`config.mk`:
```
export PLATFORM = sky130hd
export DESIGN_NAME = native_port_arbiter
export DESIGN_NICKNAME = d
export VERILOG_FILES = /design/src/rtl/native_arb_pkg.sv /design/src/rtl/native_rr_picker.sv /design/src/rtl/native_port_arbiter.sv
export SDC_FILE = /design/constraint.sdc
export NUM_CORES = 1
export LEC_CHECK = 0
export ABC_AREA = 0
export BUFFER_PORTS_ARGS = -buffer_cell sky130_fd_sc_hd__buf_2
export CAP_MARGIN = 40
export CORE_AREA = 2 2 590 592
export CTS_BUF_LIST = sky130_fd_sc_hd__clkbuf_4
export CTS_CLUSTER_DIAMETER = 40
export DETAILED_ROUTE_END_ITERATION = 12
export DIE_AREA = 0 0 592 594
export GPL_TIMING_DRIVEN = 0
export PLACE_DENSITY = 0.3
export SYNTH_ARGS = -nofsm -noshare
export SYNTH_HDL_FRONTEND = slang
export SYNTH_HIERARCHICAL = 1
export SYNTH_SLANG_ARGS = --single-unit
```
`constraint.sdc`:
```
create_clock -name sys_clk -period 1.9 [get_ports sys_clk]
set_clock_uncertainty 0.2 [all_clocks]
set_input_delay 0 -clock sys_clk [delete_from_list [all_inputs] [get_ports sys_clk]]
set_output_delay 0 -clock sys_clk [all_outputs]
set_load 0.01 [all_outputs]
```
`src/rtl/native_arb_pkg.sv`:
```
// Shared state encoding, default widths and the round-robin helper for the native-port arbiter.
package native_arb_pkg;

  localparam int unsigned MAX_PORTS          = 8;
  localparam int unsigned MAX_PTR_W          = 3;
  localparam int unsigned DEF_NUM_PORTS      = 2;
  localparam int unsigned DEF_ADDR_W         = 32;
  localparam int unsigned DEF_DATA_W         = 256;
  localparam int unsigned DEF_TIMEOUT_CYCLES = 1024;

  typedef enum logic [1:0] {
    IDLE  = 2'd0,
    CMD   = 2'd1,
    WDATA = 2'd2,
    RDATA = 2'd3
  } arb_state_e;

  // First set bit of req at or above ptr, wrapping modulo n; one-hot, zero when req is empty.
  function automatic logic [MAX_PORTS-1:0] rr_next(input logic [MAX_PTR_W-1:0] ptr,
                                                   input logic [MAX_PORTS-1:0] req,
                                                   input int unsigned          n);
    logic [MAX_PORTS-1:0] win;
    logic                 found;
    int unsigned          idx;
    win   = '0;
    found = 1'b0;
    idx   = 0;
    for (int unsigned i = 0; i < MAX_PORTS; i++) begin
      if (i < n) begin
        idx = (32'(ptr) + i) % n;
        if (!found && req[idx[MAX_PTR_W-1:0]]) begin
          win[idx[MAX_PTR_W-1:0]] = 1'b1;
          found                   = 1'b1;
        end
      end
    end
    return win;
  endfunction

endpackage

```
`src/rtl/native_rr_picker.sv`:
```
// Combinational round-robin winner select: zero latency, no backpressure (pure function of req and pointer).
module native_rr_picker
  import native_arb_pkg::*;
#(
  parameter int unsigned NUM_PORTS = DEF_NUM_PORTS,
  parameter int unsigned PTR_W     = $clog2(DEF_NUM_PORTS)
) (
  input  logic [NUM_PORTS-1:0] req_i,
  input  logic [PTR_W-1:0]     rr_ptr_i,
  output logic [NUM_PORTS-1:0] win_o,
  output logic                 any_o
);

  logic [MAX_PORTS-1:0] win_full;

  assign win_full = rr_next(MAX_PTR_W'(rr_ptr_i), MAX_PORTS'(req_i), NUM_PORTS);
  assign win_o    = win_full[NUM_PORTS-1:0];
  assign any_o    = |win_full;

endmodule

```
`src/rtl/native_port_arbiter.sv`:
```
// Locks one LPDDR4 native port to a round-robin winner until its data beat completes; grant 1 cycle after request,
// controller ready/valid forwarded combinationally to the owner. NATIVE_ARB_TIMEOUT_EN adds a lock watchdog.
module native_port_arbiter
  import native_arb_pkg::*;
#(
  parameter int unsigned NUM_PORTS      = DEF_NUM_PORTS,
  parameter int unsigned ADDR_W         = DEF_ADDR_W,
  parameter int unsigned DATA_W         = DEF_DATA_W,
  parameter int unsigned TIMEOUT_CYCLES = DEF_TIMEOUT_CYCLES
) (
  input  logic                          sys_clk,
  input  logic                          sys_rst_n,
  input  logic [NUM_PORTS-1:0]          req_cmd_valid,
  output logic [NUM_PORTS-1:0]          req_cmd_ready,
  input  logic [NUM_PORTS-1:0]          req_cmd_we,
  input  logic [NUM_PORTS*ADDR_W-1:0]   req_cmd_addr,
  input  logic [NUM_PORTS-1:0]          req_wdata_valid,
  output logic [NUM_PORTS-1:0]          req_wdata_ready,
  input  logic [NUM_PORTS*DATA_W-1:0]   req_wdata_data,
  input  logic [NUM_PORTS*DATA_W/8-1:0] req_wdata_we,
  output logic [NUM_PORTS-1:0]          req_rdata_valid,
  input  logic [NUM_PORTS-1:0]          req_rdata_ready,
  output logic [DATA_W-1:0]             req_rdata_data,
  output logic                          cmd_valid,
  input  logic                          cmd_ready,
  output logic                          cmd_last,
  output logic                          cmd_payload_we,
  output logic [ADDR_W-1:0]             cmd_payload_addr,
  output logic                          wdata_valid,
  input  logic                          wdata_ready,
  output logic [DATA_W-1:0]             wdata_payload_data,
  output logic [DATA_W/8-1:0]           wdata_payload_we,
  input  logic                          rdata_valid,
  output logic                          rdata_ready,
  input  logic [DATA_W-1:0]             rdata_payload_data,
  output logic [NUM_PORTS-1:0]          grant,
  output logic                          busy,
  output logic                          timeout_err
);

  localparam int unsigned BE_W  = DATA_W / 8;
  localparam int unsigned PTR_W = $clog2(NUM_PORTS);

  if (NUM_PORTS < 2 || NUM_PORTS > MAX_PORTS) begin : g_bad_ports
    $error("native_port_arbiter: NUM_PORTS must be within 2..8");
  end
  if (TIMEOUT_CYCLES < 2) begin : g_bad_timeout
    $error("native_port_arbiter: TIMEOUT_CYCLES must be at least 2");
  end

  arb_state_e           state_q, state_d;
  logic [NUM_PORTS-1:0] grant_q, grant_d;
  logic [PTR_W-1:0]     own_q, own_d;
  logic [PTR_W-1:0]     rr_ptr_q, rr_ptr_d;
  logic [NUM_PORTS-1:0] pick_win;
  logic                 pick_any;
  logic [PTR_W-1:0]     pick_idx;
  logic [PTR_W-1:0]     ptr_after;
  logic                 done;
  logic                 wd_expire;

  native_rr_picker #(
    .NUM_PORTS (NUM_PORTS),
    .PTR_W     (PTR_W)
  ) u_picker (
    .req_i    (req_cmd_valid),
    .rr_ptr_i (rr_ptr_q),
    .win_o    (pick_win),
    .any_o    (pick_any)
  );

  always_comb begin
    pick_idx = '0;
    for (int unsigned i = 0; i < NUM_PORTS; i++) begin
      if (pick_win[i]) pick_idx = PTR_W'(i);
    end
  end

  assign ptr_after = (own_q == PTR_W'(NUM_PORTS - 1)) ? '0 : own_q + 1'b1;

`ifdef NATIVE_ARB_TIMEOUT_EN
  localparam int unsigned CNT_W = $clog2(TIMEOUT_CYCLES);

  logic [CNT_W-1:0] wd_cnt_q, wd_cnt_d;
  logic             in_data_phase;

  // Counts cycles spent waiting for the data beat; zero on the first WDATA/RDATA cycle.
  assign in_data_phase = (state_q == WDATA) || (state_q == RDATA);
  assign wd_cnt_d      = in_data_phase ? wd_cnt_q + 1'b1 : '0;
  assign wd_expire     = in_data_phase && (wd_cnt_q == CNT_W'(TIMEOUT_CYCLES - 1));

  always_ff @(posedge sys_clk or negedge sys_rst_n) begin
    if (!sys_rst_n) wd_cnt_q <= '0;
    else            wd_cnt_q <= wd_cnt_d;
  end
`else
  assign wd_expire = 1'b0;
`endif

  always_comb begin
    state_d     = state_q;
    grant_d     = grant_q;
    own_d       = own_q;
    rr_ptr_d    = rr_ptr_q;
    done        = 1'b0;
    timeout_err = 1'b0;
    case (state_q)
      IDLE: begin
        if (pick_any) begin
          state_d = CMD;
          grant_d = pick_win;
          own_d   = pick_idx;
        end
      end
      CMD: begin
        // A requester withdrawing before the handshake gives up its turn without moving the pointer.
        if (!req_cmd_valid[own_q]) begin
          state_d = IDLE;
          grant_d = '0;
        end else if (cmd_ready) begin
          state_d = req_cmd_we[own_q] ? WDATA : RDATA;
        end
      end
      WDATA:   done = wdata_valid & wdata_ready;
      RDATA:   done = rdata_valid & rdata_ready;
      default: state_d = IDLE;
    endcase
    if (done || wd_expire) begin
      state_d     = IDLE;
      grant_d     = '0;
      rr_ptr_d    = ptr_after;
      timeout_err = ~done;
    end
  end

  always_ff @(posedge sys_clk or negedge sys_rst_n) begin
    if (!sys_rst_n) begin
      state_q  <= IDLE;
      grant_q  <= '0;
      own_q    <= '0;
      rr_ptr_q <= '0;
    end else begin
      state_q  <= state_d;
      grant_q  <= grant_d;
      own_q    <= own_d;
      rr_ptr_q <= rr_ptr_d;
    end
  end

  // Outside RDATA the return channel stays ready so stray beats drain without reaching any requester.
  always_comb begin
    cmd_valid       = 1'b0;
    req_cmd_ready   = '0;
    wdata_valid     = 1'b0;
    req_wdata_ready = '0;
    req_rdata_valid = '0;
    rdata_ready     = 1'b1;
    case (state_q)
      CMD: begin
        cmd_valid            = req_cmd_valid[own_q];
        req_cmd_ready[own_q] = cmd_ready;
      end
      WDATA: begin
        wdata_valid            = req_wdata_valid[own_q];
        req_wdata_ready[own_q] = wdata_ready;
      end
      RDATA: begin
        req_rdata_valid[own_q] = rdata_valid;
        rdata_ready            = req_rdata_ready[own_q];
      end
      default: ;
    endcase
  end

  assign cmd_payload_we     = req_cmd_we[own_q];
  assign cmd_last           = ~cmd_payload_we;
  assign cmd_payload_addr   = req_cmd_addr[own_q*ADDR_W +: ADDR_W];
  assign wdata_payload_data = req_wdata_data[own_q*DATA_W +: DATA_W];
  assign wdata_payload_we   = req_wdata_we[own_q*BE_W +: BE_W];
  assign req_rdata_data     = rdata_payload_data;
  assign grant              = grant_q;
  assign busy               = (state_q != IDLE);

endmodule

```
After elaboration in Yosys (flattened, before gate mapping)
Index checks and enable logic that the tools add are counted.
W data, S select, Z words.
{"block": "word_totals", "regBits": 6, "output_inout_bits": 591, "wordCells": 82, "inputBits": 909}
{"block": "op_classes", "bitwise_logic": 8, "n_shift": 3, "n_mux": 41, "n_eq_ne": 6, "order_cmp": 6, "n_reduce_logical": 12, "add_sub_neg": 2}
{"cell": "$shiftx A512 B10 Y256", "count": 1}
{"cell": "$shiftx A64 B7 Y32", "count": 2}
{"cell": "$mux W1", "count": 23}
{"cell": "$mux W2", "count": 11}
{"cell": "$lt A1 B4 Y1 const B", "count": 2}
{"cell": "$mux W8", "count": 1}
{"cell": "$or A8 B2 Y8", "count": 1}
{"cell": "$pmux W2 S2", "count": 2}
{"cell": "$reduce_or A8 Y1", "count": 1}
{"cell": "$and A2 B2 Y2", "count": 3}
{"cell": "$ne A3 B3 Y1 const B", "count": 2}
{"cell": "$reduce_and A3 Y1", "count": 2}
{"cell": "$eq A2 B2 Y1 const B", "count": 2}
{"cell": "$logic_and A1 B1 Y1", "count": 4}
{"cell": "$ne A4 B4 Y1 const B", "count": 1}
{"cell": "$demux W1 S1", "count": 3}
{"cell": "$ge A1 B1 Y1 const B", "count": 3}
{"cell": "$reduce_bool A3 Y1", "count": 1}
{"cell": "$add A1 B1 Y1 const B", "count": 2}
{"cell": "$and A1 B1 Y1", "count": 2}
{"cell": "$eq A2 B1 Y1 const B", "count": 1}
{"cell": "$logic_not A2 Y1", "count": 1}
{"cell": "$lt A1 B2 Y1 const B", "count": 1}
{"cell": "$not A1 Y1", "count": 2}
{"cell": "4 further kinds", "count": 4}

Logic depth before layout (Yosys ltp)
Gate-level depths: netlist of run 1.
{"block": "depth", "word_depth": 11, "ltp_mapped": 6, "mapped_depth_nobuf": 5}

Cells and area by module
The synthesis of run 1 kept the hierarchy.
{"module": "native_port_arbiter", "seq_area_each_um2": 150.1, "area_each_um2": 6206.0, "cells_per_inst": 663, "n_inst": 1}
{"module": "native_rr_picker", "seq_area_each_um2": 0.0, "area_each_um2": 25.0, "cells_per_inst": 4, "n_inst": 1}

Worst setup path before layout of run 1
Ideal clock, no wire load.
{"block": "synth_path", "path_type": "register -> register", "startpoint": "register state_q[0]", "endpoint": "register grant_q[0] (netlist: grant[0])", "stages_incl_launch_ff": 5, "period_less_slack_ns": 1.512, "t_arrival_ns": 1.190, "slack_ns": 0.388, "required_time_ns": 1.578, "setup_time_ns": 0.122, "path_buffers": 0, "path_cell_list": "dfrtp_1 > nand3b_1 > o22ai_2 > o21ai_2 > a32o_1"}
{"block": "synth_via", "elab_chain_len": 6, "elab_cells_between_ends": 15, "cone_classes": "5 x eq/ne; 5 x mux; 2 x bitwise; 3 x reduce/logical"}
{"item": "from (decl)", "line": "native_port_arbiter.sv:51", "rtl": "arb_state_e state_q, state_d;"}
{"item": "from (signal assigned)", "line": "native_port_arbiter.sv:143", "rtl": "state_q <= state_d;"}
{"item": "$eq A2 B2 Y1", "line": "native_port_arbiter.sv:107, native_port_arbiter.sv:158"}
{"item": "$mux W1", "line": "native_port_arbiter.sv:158", "rtl": "case (state_q)"}
{"item": "$and A1 B1 Y1, on equally long branches", "line": "native_port_arbiter.sv:125, native_port_arbiter.sv:124"}
{"item": "$pmux W1 S2", "line": "native_port_arbiter.sv:107", "rtl": "case (state_q)"}
{"item": "$ne A3 B3 Y1 (no line) or $reduce_bool A3 Y1 (tied branches)"}
{"item": "$reduce_and A3 Y1 (no line)"}
{"item": "to (signal assigned)", "line": "native_port_arbiter.sv:144", "rtl": "grant_q <= grant_d;"}
{"item": "to (decl)", "line": "native_port_arbiter.sv:52", "rtl": "logic [NUM_PORTS-1:0] grant_q, grant_d;"}
Several ways; a longest one is shown, not always the timed one.
A chain may end at the register's enable or synchronous reset.

Worst setup path in the final report of run 1
{"block": "layout_path", "startpoint": "register own_q", "endpoint": "output port cmd_payload_addr[1]"}
{"block": "layout_via", "elab_chain_len": 1}
{"item": "from (decl)", "line": "native_port_arbiter.sv:53", "rtl": "logic [PTR_W-1:0] own_q, own_d;"}
{"item": "from (signal assigned)", "line": "native_port_arbiter.sv:145", "rtl": "own_q <= own_d;"}
{"item": "$shiftx A64 B7 Y32", "line": "native_port_arbiter.sv:177", "rtl": "assign cmd_payload_addr = req_cmd_addr[own_q*ADDR_W +: ADDR_W];"}
{"item": "to (decl)", "line": "native_port_arbiter.sv:28", "rtl": "output logic [ADDR_W-1:0] cmd_payload_addr,"}
No other way between the ends.

==> results.ini, run 1 <==
[run_status]
violations=negative hold slack, negative setup slack
status=finished with violations

[die]
fp.coreArea_um2=345100
die_x_um=592
rows=216
io_pins=1500
initial_core_util_pct=1.805
die_y_um=594
die_area_um2=351600

[sta]
hold_violations=2
whs_ps=-1.454
finalMaxSlewViolations=0
fin_ws_ps=-207.1
fmax_ghz=0.4746
rsz0062_at_grt=yes
min_period_ps=2107
setup_tns_ps=-25720
finalSetupViolations=293
post-route-period-util_pct=110.9

[synthesis]
synth.most_common_cell=mux2_2
synth.avg_cell_area_um2=9.342
synth_warnings=6
synth-seq-area-share_pct=2.410
synth_area_leaders=mux2_2, buf_4, dfrtp_1
synthTopCellsByCount=mux2_2, buf_4, nor2_1
synth_cells=667
netlist-cell-type-count=25
synth_top_cell_area_share_pct=58.19
synth.cell_area_um2=6231
synth_edf_count=0
synthArstFlopShare_pct=100.0
dominantRegCellSynth=dfrtp_1
synth_top_cell_by_area=mux2_2
synth-seq-cells=6
syn_nets=1576

[finish]
drive_gt1_share_pct=87.81
fin_nets=3068
syn_to_final_growth_pct=276.0
final.fill_count=40628

[critical_path]
crit_buf_inv=6
crit_chain=buf_12, buf_12, buf_16, buf_12, buf_16, mux2_4, buf_6
cp_top_family=buffers and inverters
crit_required_ps=1700
crit_path_end_kind=primary output
slowest_delay_ps=390
cp.arrival_ps=1910
cp_slowest_cell=dfrtp_1
cpMostUsedCell=buf_12
cp_max_fo=8
start_kind=flop
crit_type=flop to primary output

[grt]
grt_max_degree=11
grt_use_total_pct=10.60
grt_pass1_vias=12147
grt_pass1_wl_um=218200
grt_antenna_before_repair=312
gr-total-overflow=0

[clock_network]
cts_max_level=1
cts_tree=built
clockBufferDepth=2
clk_latency_ps=250
cts_made_buffers=3
clkSinkCount=6
cts_root_buffer=clkbuf_4
clk_pin_slew_ps=40

[run]
drv_cap=0

[route]
ant_nets=0
finalWirelength_um=199200
routedWlPerCell_um=29.09
viasPerCell=1.917
drc=0
drtIter0Drc=496
via_count=13128
drtPass1Iterations=5

[pwr]
peakVddDrop_v=0.0003858
power_density_nw_per_um2=862.2
p_leak_nw=10.10

[placed_design]
port-buffer-count=1242
dp_slack_ps=-622.8
hpwlAfterDp_um=186100
place_congestion=0.8858

[min_path]
min_path_type=input port to primary output

==> state kept, by name (all words and copies together) (netlist names) <==
register	count
own_q	1
state_q	2
rr_ptr_q	1
grant	2
==> metrics by stage <==
| stage | cell area [um^2] | power (W) | instances | hold slack (ps) | utilization (%) |
|---|---|---|---|---|---|
| 2_1_floorplan | 6231 | 0.006678 | 667 | -495.6 | - |
| 3_3_place_gp | 18170 | 0.01480 | 6487 | -357.5 | 5.266 |
| 3_5_place_dp | 18200 | 0.01487 | 6488 | -359.0 | 5.272 |
| 4_1_cts | 21680 | 0.01830 | 6719 | 0.3962 | 6.282 |
| 5_1_grt | 23210 | 0.02149 | 6763 | 2.906 | 6.727 |
| 6_report | 23430 | 0.02020 | 6848 | -1.454 | 6.788 |
==> worst paths after layout <==
kind	start	endpoint	slack [ps]	cells after the start
setup / recovery	own_q$_DFFE_PN0P_	cmd_payload_addr[1]	-210	7
setup reg to reg	own_q$_DFFE_PN0P_	state_q[0]$_DFFE_PN0P_	20	6
max in group asynchronous	sys_rst_n	own_q$_DFFE_PN0P_	1260	2
min in group asynchronous	sys_rst_n	state_q[1]$_DFFE_PN0P_	80	2
hold reg to reg	grant[1]$_DFFE_PN0P_	grant[1]$_DFFE_PN0P_	300	1
hold / removal	rdata_payload_data[210]	req_rdata_data[210]	-1	2
==> what timing repair did <==
item,CTS,global route
setup buffers,8,7
gates cloned,7,10
endpoints found under the hold margin,221,1
hold buffers,215,1
resized for setup,273,309
endpoints found under the setup margin,332,321
==> layout make-up <==
class	count	area [um^2]	area share, %
Timing Repair Buffer	1489	10220	43.64
Sequential cell	6	150.1	0.6409
Buffer	292	2595	11.08
Tap cell	4578	5728	24.45
Multi-Input combinational cell	360	4399	18.78
Inverter	7	26.28	0.1122
Antenna cell	113	282.8	1.207
Clock buffer	3	22.52	0.09613
==> logic make-up after synthesis <==
group	synth area share, %
simple gates	1.526
mux	58.80
flops	2.410
compound gates	1.546
buf+inv	35.66
other cells	0.06018
==> metal layers <==
metal	GRT usage [%]	part of all wire, %	wire length (um)
met3	9.407	20	38890
met2	17.34	45	89270
met1	9.940	32	63990
met4	1.874	2.8	5546
met5	0	0.75	1484
==> power breakdown <==
part | internal [W] | leakage [nW] | total [W] | switching [W]
Combinational | 0.00984 | 10.0 | 0.0198 | 0.00997
Clock | 0.0000717 | 0.0145 | 0.000122 | 0.0000499
Sequential | 0.000191 | 0.0729 | 0.000271 | 0.0000804
Total | 0.0101 | 10.1 | 0.0202 | 0.0101
==> cell usage in the layout, fill, tap and decap left out, types with 4 or more instances in the layout <==
cell / count
dfrtp_1: 6
buf_16: 15
mux2_4: 144
buf_6: 135
buf_8: 17
buf_2: 1070
buf_4: 271
clkbuf_16: 10
nand2_1: 4
nor2_1: 12
mux2_2: 178
buf_12: 38
diode_2: 113
dlygate4sd3_1: 216
clkbuf_4: 12
inv_1: 7
Power figures use the tool's default switching activity.
==> inputs of run 2 (changes only) <==
Settings changed: ABC_AREA 0 to 1, CORE_AREA 2 2 590 592 to 2 2 591 593, CTS_BUF_LIST sky130_fd_sc_hd__clkbuf_4 to sky130_fd_sc_hd__clkbuf_4 sky130_fd_sc_hd__clkbuf_8, DIE_AREA 0 0 592 594 to 0 0 593 595.
==> run 2 against run 1 <==
Compared with the run above:
- the run still ends with negative hold slack, negative setup slack left
- sequential share of layout area decreased by 0.058 points
- final cell count is 11% higher
- sequential power fell by 13%
- cell area grew 11%
- setup slack improved by 95 ps
- hold slack got worse by 2.8 ps
- critical path type unchanged
- largest cell class unchanged
==> results.ini, run 2 <==
[run_status]
status=finished with violations
violations=negative hold slack, negative setup slack

[finish]
drive_gt1_share_pct=72.28  ; -16 points
final.fill_count=41167  ; +1.3%
final_common_cell=buf_2
seq_area_um2=151.4  ; +0.83%
syn_to_final_growth_pct=298.8
layout_common_cells=buf_2, nand2_1, buf_4, nand2_2, nand2_4
fin_nets=3710  ; +21%
multi_input_area_um2=6010  ; +37%
finalNonFillerCells=7600  ; +11%

[route]
via_count=15230  ; +16%
ant_nets=0  ; unchanged
m1WireLength_um=84300  ; +32%
drc=0  ; unchanged
viasPerCell=2.004  ; +4.5%
drtIter0Drc=598  ; +21%
finalWirelength_um=233600  ; +17%
top_layer=met5
routedWlPerCell_um=30.74  ; +5.7%
dr_wl_met2_um=91850  ; +2.9%
wl_met3_um=44260  ; +14%
drtPass1Iterations=5  ; unchanged

[critical_path]
cp.arrival_ps=1810  ; -100 ps
r2r-start=own_q$_DFFE_PN0P_
startpoint=own_q$_DFFE_PN0P_
endpoint=wdata_payload_data[91]
crit_type=flop to primary output
crit_path_end_kind=primary output
r2r_slack_ps=50  ; +30 ps
r2r_cells=9  ; +3
cp_max_fo=10  ; +2
crit_required_ps=1700  ; about the same
rr_endpoint=state_q[0]$_DFFE_PN0P_
start_kind=flop

[synthesis]
syn_nets=2276  ; +44%
synth.most_common_cell=nand2_1
synth_warnings=6  ; unchanged
synth_top_cell_by_area=nand2_1
synth_area_leaders=nand2_1, buf_4, dfrtp_1
synth-seq-area-share_pct=2.305  ; -0.10 points
synth_cells=1367  ; +100%
netlist-cell-type-count=18  ; -28%
dominantRegCellSynth=dfrtp_1
synth.avg_cell_area_um2=4.764  ; -49%
synthArstFlopShare_pct=100.0  ; unchanged
synth.cell_area_um2=6512  ; +4.5%
synth-seq-cells=6  ; unchanged
synth_top_cell_area_share_pct=56.95  ; -1.2 points
synth_edf_count=0  ; unchanged
synthTopCellsByCount=nand2_1, buf_4, buf_2

[sta]
post-route-period-util_pct=105.9  ; -5.0 points
setup_tns_ps=-6762  ; +18950 ps
whs_ps=-4.294  ; -2.840 ps
finalMaxSlewViolations=0  ; unchanged
rsz0062_at_grt=yes
min_period_ps=2012  ; -94.71 ps
fmax_ghz=0.4969  ; +4.7%
hold_violations=4  ; +2
finalSetupViolations=184  ; -37%
fin_ws_ps=-112.3  ; +94.71 ps

[grt]
gr-total-overflow=0  ; unchanged
grt_max_degree=11  ; unchanged
grt_antenna_before_repair=249  ; -20%
grt_use_total_pct=12.44  ; +1.8 points
grt_pass1_wl_um=256200  ; +17%
grt_pass1_vias=14466  ; +19%

[pwr]
finalPower_w=0.02820  ; +40%
power_switching_w=0.01693  ; +68%
p_int_w=0.01127  ; +12%
p_leak_nw=12.16  ; +20%
combPwrFrac_pct=98.5  ; +0.4 points
pwr-share-seq_pct=0.8  ; -0.5 points
p_sw_share_pct=60.04  ; +10 points
peakVddDrop_v=0.0003969  ; +2.9%
clock_power_share_pct=0.7  ; about the same
power_density_nw_per_um2=1086  ; +26%

[placed_design]
place_congestion=0.8115  ; -8.4%
port-buffer-count=1242  ; unchanged
placed_cells=7208  ; +11%
hpwlAfterDp_um=217000  ; +17%

[die]
die_y_um=595  ; +0.17%
initial_core_util_pct=1.875  ; +0.070 points
io_pins=1500  ; unchanged
fp.coreArea_um2=347300  ; +0.62%
die_x_um=593  ; +0.17%
rows=217  ; +0.46%
die_area_um2=352800  ; +0.34%

[clock_network]
clkSinkCount=6  ; unchanged
clk_latency_ps=230  ; -20 ps
cts_made_buffers=3  ; unchanged
cts_tree=built
cts_root_buffer=clkbuf_8
cts_max_level=1  ; unchanged
clockBufferDepth=2  ; unchanged
clk_pin_slew_ps=40  ; about the same

[run]
drv_cap=0  ; unchanged

[min_path]
min_path_type=input port to primary output

-- run 2: changes by cell type after synthesis, moves of 4 or more --
cell	delta
buf_2	+11
buf_4	+19
buf_6	+4
inv_1	+8
mux2_2	-322
nand2_1	+984
nor2_1	-7
nor3_1	+5
-- run 2: power groups by stage --
stage               logic, W  registers (W)  clock network, W
floorplan            0.00620       0.000225                 0
global placement      0.0196       0.000230                 0
detailed placement    0.0196       0.000230                 0
CTS                   0.0236       0.000238          0.000203
global route          0.0297       0.000242          0.000211
finish                0.0278       0.000235          0.000199
-- run 2: metal layers --
| layer | vias up | GRT usage, % |
|---|---|---|
| met3 | 470 | 10.70 |
| met2 | 1219 | 17.85 |
| li1 | 6915 | - |
| met1 | 6482 | 12.99 |
| met5 | - | 0 |
| met4 | 144 | 4.651 |
-- run 2: worst min path at each step --
stage                                        from  cells past startpoint                   end  slack [ps]
after floorplan                         sys_rst_n                      0  grant[0]$_DFFE_PN0P_        -500
after global placement                  sys_rst_n                      1     own_q$_DFFE_PN0P_        -350
after detailed placement                sys_rst_n                      1     own_q$_DFFE_PN0P_        -350
after CTS                 rdata_payload_data[115]                      2   req_rdata_data[115]         0.4
after global routing      rdata_payload_data[115]                      2   req_rdata_data[115]           2
final                     rdata_payload_data[154]                      2   req_rdata_data[154]          -4
-- run 2: repair_timing --
| action | CTS | global route |
|---|---|---|
| hold buffers | 128 | 0 |
| resized for setup | 490 | 836 |
| pin swaps | 9 | 83 |
| endpoints found under the hold margin | 134 | 0 |
| setup buffers | 23 | 15 |
| cloned | 4 | 22 |
| setup endpoints to repair | 330 | 324 |
-- run 2: stage by stage --
step	hold slack (ps)	cell area, um^2	utilization [%]	setup slack (ps)
after global placement	-347.1	18480	5.322	-1234
after CTS	0.4256	21880	6.302	-261.2
final	-4.294	25970	7.480	-112.3
after detailed placement	-346.6	18480	5.322	-1211
after floorplan	-495.6	6513	-	556.9
after global routing	2.233	25630	7.382	-179.8
-- run 2: worst max-delay path: stages, from the launching register on --
cell and delay, ps:
dfrtp_2 450, buf_12 150, clkbuf_16 190, clkbuf_16 210, buf_16 170, nand2_1 110, nand2_4 110, buf_6 150
-- run 2: area by class of cell --
type / count / share of cell area (%)
Timing Repair Buffer: 1431 / 39.56
Buffer: 327 / 12.22
Tap cell: 4599 / 22.15
Clock buffer: 3 / 0.1590
Multi-Input combinational cell: 1016 / 23.14
Sequential cell: 6 / 0.5829
Inverter: 16 / 0.2505
Antenna cell: 202 / 1.946
-- run 2: cells by family (layout without fill, tap and decap cells) --
group           after synthesis  after routing  share of synthesized area, %
buf+inv                     345           1777                         38.42
compound gates                7              7                        0.5955
simple gates               1008           1008                         58.62
flops                         6              6                         2.305
other cells                   1            203                       0.05758
==> inputs of run 3 (changes only) <==
Settings changed: CTS_BUF_LIST sky130_fd_sc_hd__clkbuf_4 sky130_fd_sc_hd__clkbuf_8 to sky130_fd_sc_hd__clkbuf_4 sky130_fd_sc_hd__clkbuf_8 sky130_fd_sc_hd__clkbuf_16, RECOVER_POWER set to 100.
==> run 3 against run 2 <==
Compared with the run above:
- global-route usage stayed put
- critical path depth unchanged
- sequential share of layout area barely moved
- utilization increased by 0.15 points
- die area is the same
- register-to-register slack worse by 20 ps
- combinational power increased by 4%
- via count barely moved
- non-clock buffer count up 13
- largest cell class unchanged
- highest routed layer unchanged
- total power increased by 5.0%
- the flow finishes with violations (negative setup slack)
==> results.ini, run 3 (same netlist as run 2, synthesis figures left out) <==
[run_status]
status=finished with violations
violations=negative setup slack

[route]
via_count=15233  ; +0.020%
drc=0  ; unchanged
routedWlPerCell_um=30.86  ; +0.40%
finalWirelength_um=234800  ; +0.49%
drtIter0Drc=584  ; -2.3%
viasPerCell=2.002  ; about the same
ant_nets=0  ; unchanged
drtPass1Iterations=5  ; unchanged

[grt]
grt_pass1_vias=14461  ; -0.035%
grt_max_degree=11  ; unchanged
grt_use_total_pct=12.44  ; unchanged
gr-total-overflow=0  ; unchanged
grt_pass1_wl_um=256200  ; about the same
grt_antenna_before_repair=247  ; -0.80%

[critical_path]
r2r_slack_ps=30  ; -20 ps
r2r_cells=9  ; unchanged
rr_endpoint=state_q[0]$_DFFE_PN0P_
crit_path_end_kind=primary output
r2r-start=own_q$_DFFE_PN0P_
crit_required_ps=1700  ; about the same
start_kind=flop
crit_type=flop to primary output
cp.arrival_ps=1830  ; +20 ps
cp_max_fo=8  ; -2

[clock_network]
cts_tree=built
cts_max_level=1  ; unchanged
clkSinkCount=6  ; unchanged
clk_latency_ps=230  ; about the same
clockBufferDepth=2  ; unchanged
cts_root_buffer=clkbuf_16
cts_made_buffers=3  ; unchanged
clk_pin_slew_ps=40  ; about the same

[placed_design]
dp_slack_ps=-1211  ; unchanged
port-buffer-count=1242  ; unchanged
dpl-instance-area_um2=18480  ; unchanged
place_congestion=0.8115  ; unchanged
hpwlAfterDp_um=217000  ; unchanged

[finish]
drive_gt1_share_pct=65.15  ; -7.1 points
syn_to_final_growth_pct=306.7
final_common_cell=buf_2
final_cell_area_um2=26480  ; +2.0%
layout_common_cells=buf_2, nand2_1, buf_4, clkbuf_1, nand2_4
fin_nets=3723  ; +0.35%
utilization_pct=7.627  ; +0.15 points

[die]
die_x_um=593  ; unchanged
die_y_um=595  ; unchanged
fp.coreArea_um2=347300  ; unchanged
io_pins=1500  ; unchanged
die_area_um2=352800  ; unchanged
initial_core_util_pct=1.875  ; unchanged
rows=217  ; unchanged

[sta]
hold_violations=0  ; -4
rsz0062_at_grt=yes
fin_ws_ps=-130.2  ; -17.90 ps
finalMaxSlewViolations=0  ; unchanged
min_period_ps=2030  ; +17.90 ps
worst_pin_slew_ps=795.0
post-route-period-util_pct=106.9  ; +0.94 points
finalSetupViolations=199  ; +8.2%
slew_headroom_pct=47.23
fmax_ghz=0.4926  ; -0.88%

[min_path]
holdPathStages=2  ; unchanged
min_path_type=input port to primary output
worstHoldStart=rdata_payload_data[158]
hold_path_end=req_rdata_data[158]

[pwr]
finalPower_w=0.02962  ; +5.0%
p_int_w=0.01216  ; +7.9%
p_leak_nw=11.76  ; -3.3%
p_sw_share_pct=58.96  ; -1.1 points
clock_power_share_pct=1.2  ; +0.5 points
pwr-share-seq_pct=0.8  ; about the same
power_density_nw_per_um2=1118  ; +3.0%
peakVddDrop_v=0.0004789  ; +21%
power_switching_w=0.01746  ; +3.1%
combPwrFrac_pct=98.0  ; -0.5 points

[run]
drv_cap=0  ; unchanged

## run 3: cell types whose count changed in the layout (fill, tap and decap cells not counted), sizes merged
cell,previous run,this run
clkbuf,47,310
diode,202,196
buf,1586,1336
## run 3: metal layers
layer / global-route usage (%) / routed length (um) / vias to the layer above
li1: - / - / 6937
met1: 12.99 / 85870 / 6493
met2: 17.84 / 92030 / 1185
met3: 10.71 / 42940 / 474
met4: 4.651 / 13010 / 144
met5: 0 / 918 / -
## run 3: area by class of cell
class | instances | area (um^2)
tap | 4599 | 5754
buffer | 327 | 3228
fill | 41183 | 320800
antenna | 196 | 490.5
clock buffer | 3 | 75.07
sequential | 6 | 151.4
timing repair buffer | 1444 | 10370
multi-input combinational | 1016 | 6351
inverter | 16 | 65.06
## run 3: how the worst max path moves through the flow
stage                      startpoint                 endpoint  slack (ps)  cells past startpoint
5_1_grt             own_q$_DFFE_PN0P_  wdata_payload_data[116]        -180                      8
2_1_floorplan  state_q[1]$_DFFE_PN0P_   state_q[0]$_DFFE_PN0P_         560                      6
3_5_place_dp        own_q$_DFFE_PN0P_      wdata_payload_we[5]       -1210                      6
6_report            own_q$_DFFE_PN0P_      wdata_payload_we[5]        -130                      7
4_1_cts             own_q$_DFFE_PN0P_      wdata_payload_we[5]        -260                      6
3_3_place_gp        own_q$_DFFE_PN0P_      wdata_payload_we[5]       -1230                      6
## run 3: per-stage QoR
step	TNS, ps	hold WS (ps)	std cells
6_report	-7928	26.98	7607
5_1_grt	-32610	39.23	7473
4_1_cts	-41420	0.4256	7366
3_5_place_dp	-150230	-346.6	7208
3_3_place_gp	-153060	-347.1	7208
2_1_floorplan	0	-495.6	1367
## run 3: power groups by stage
stage / clock [W] / sequential (W) / combinational, W
2_1_floorplan: 0 / 0.000225 / 0.00620
3_3_place_gp: 0 / 0.000230 / 0.0196
3_5_place_dp: 0 / 0.000230 / 0.0196
4_1_cts: 0.000350 / 0.000238 / 0.0236
5_1_grt: 0.000360 / 0.000243 / 0.0310
6_report: 0.000345 / 0.000235 / 0.0290
## run 3: critical path: stages (launching register included)
cell and delay (ps):
dfrtp_2 430, buf_6 130, buf_12 150, buf_16 200, buf_16 220, nand2_2 100, nand2_2 100, buf_12 150
## run 3: what timing repair did
action	in CTS	in global routing
pin swaps	9	100
cloned	4	28
endpoints found under the setup margin	330	325
hold buffers	128	0
hold endpoints to repair	134	0
setup buffers	23	22
gates resized for setup	489	985
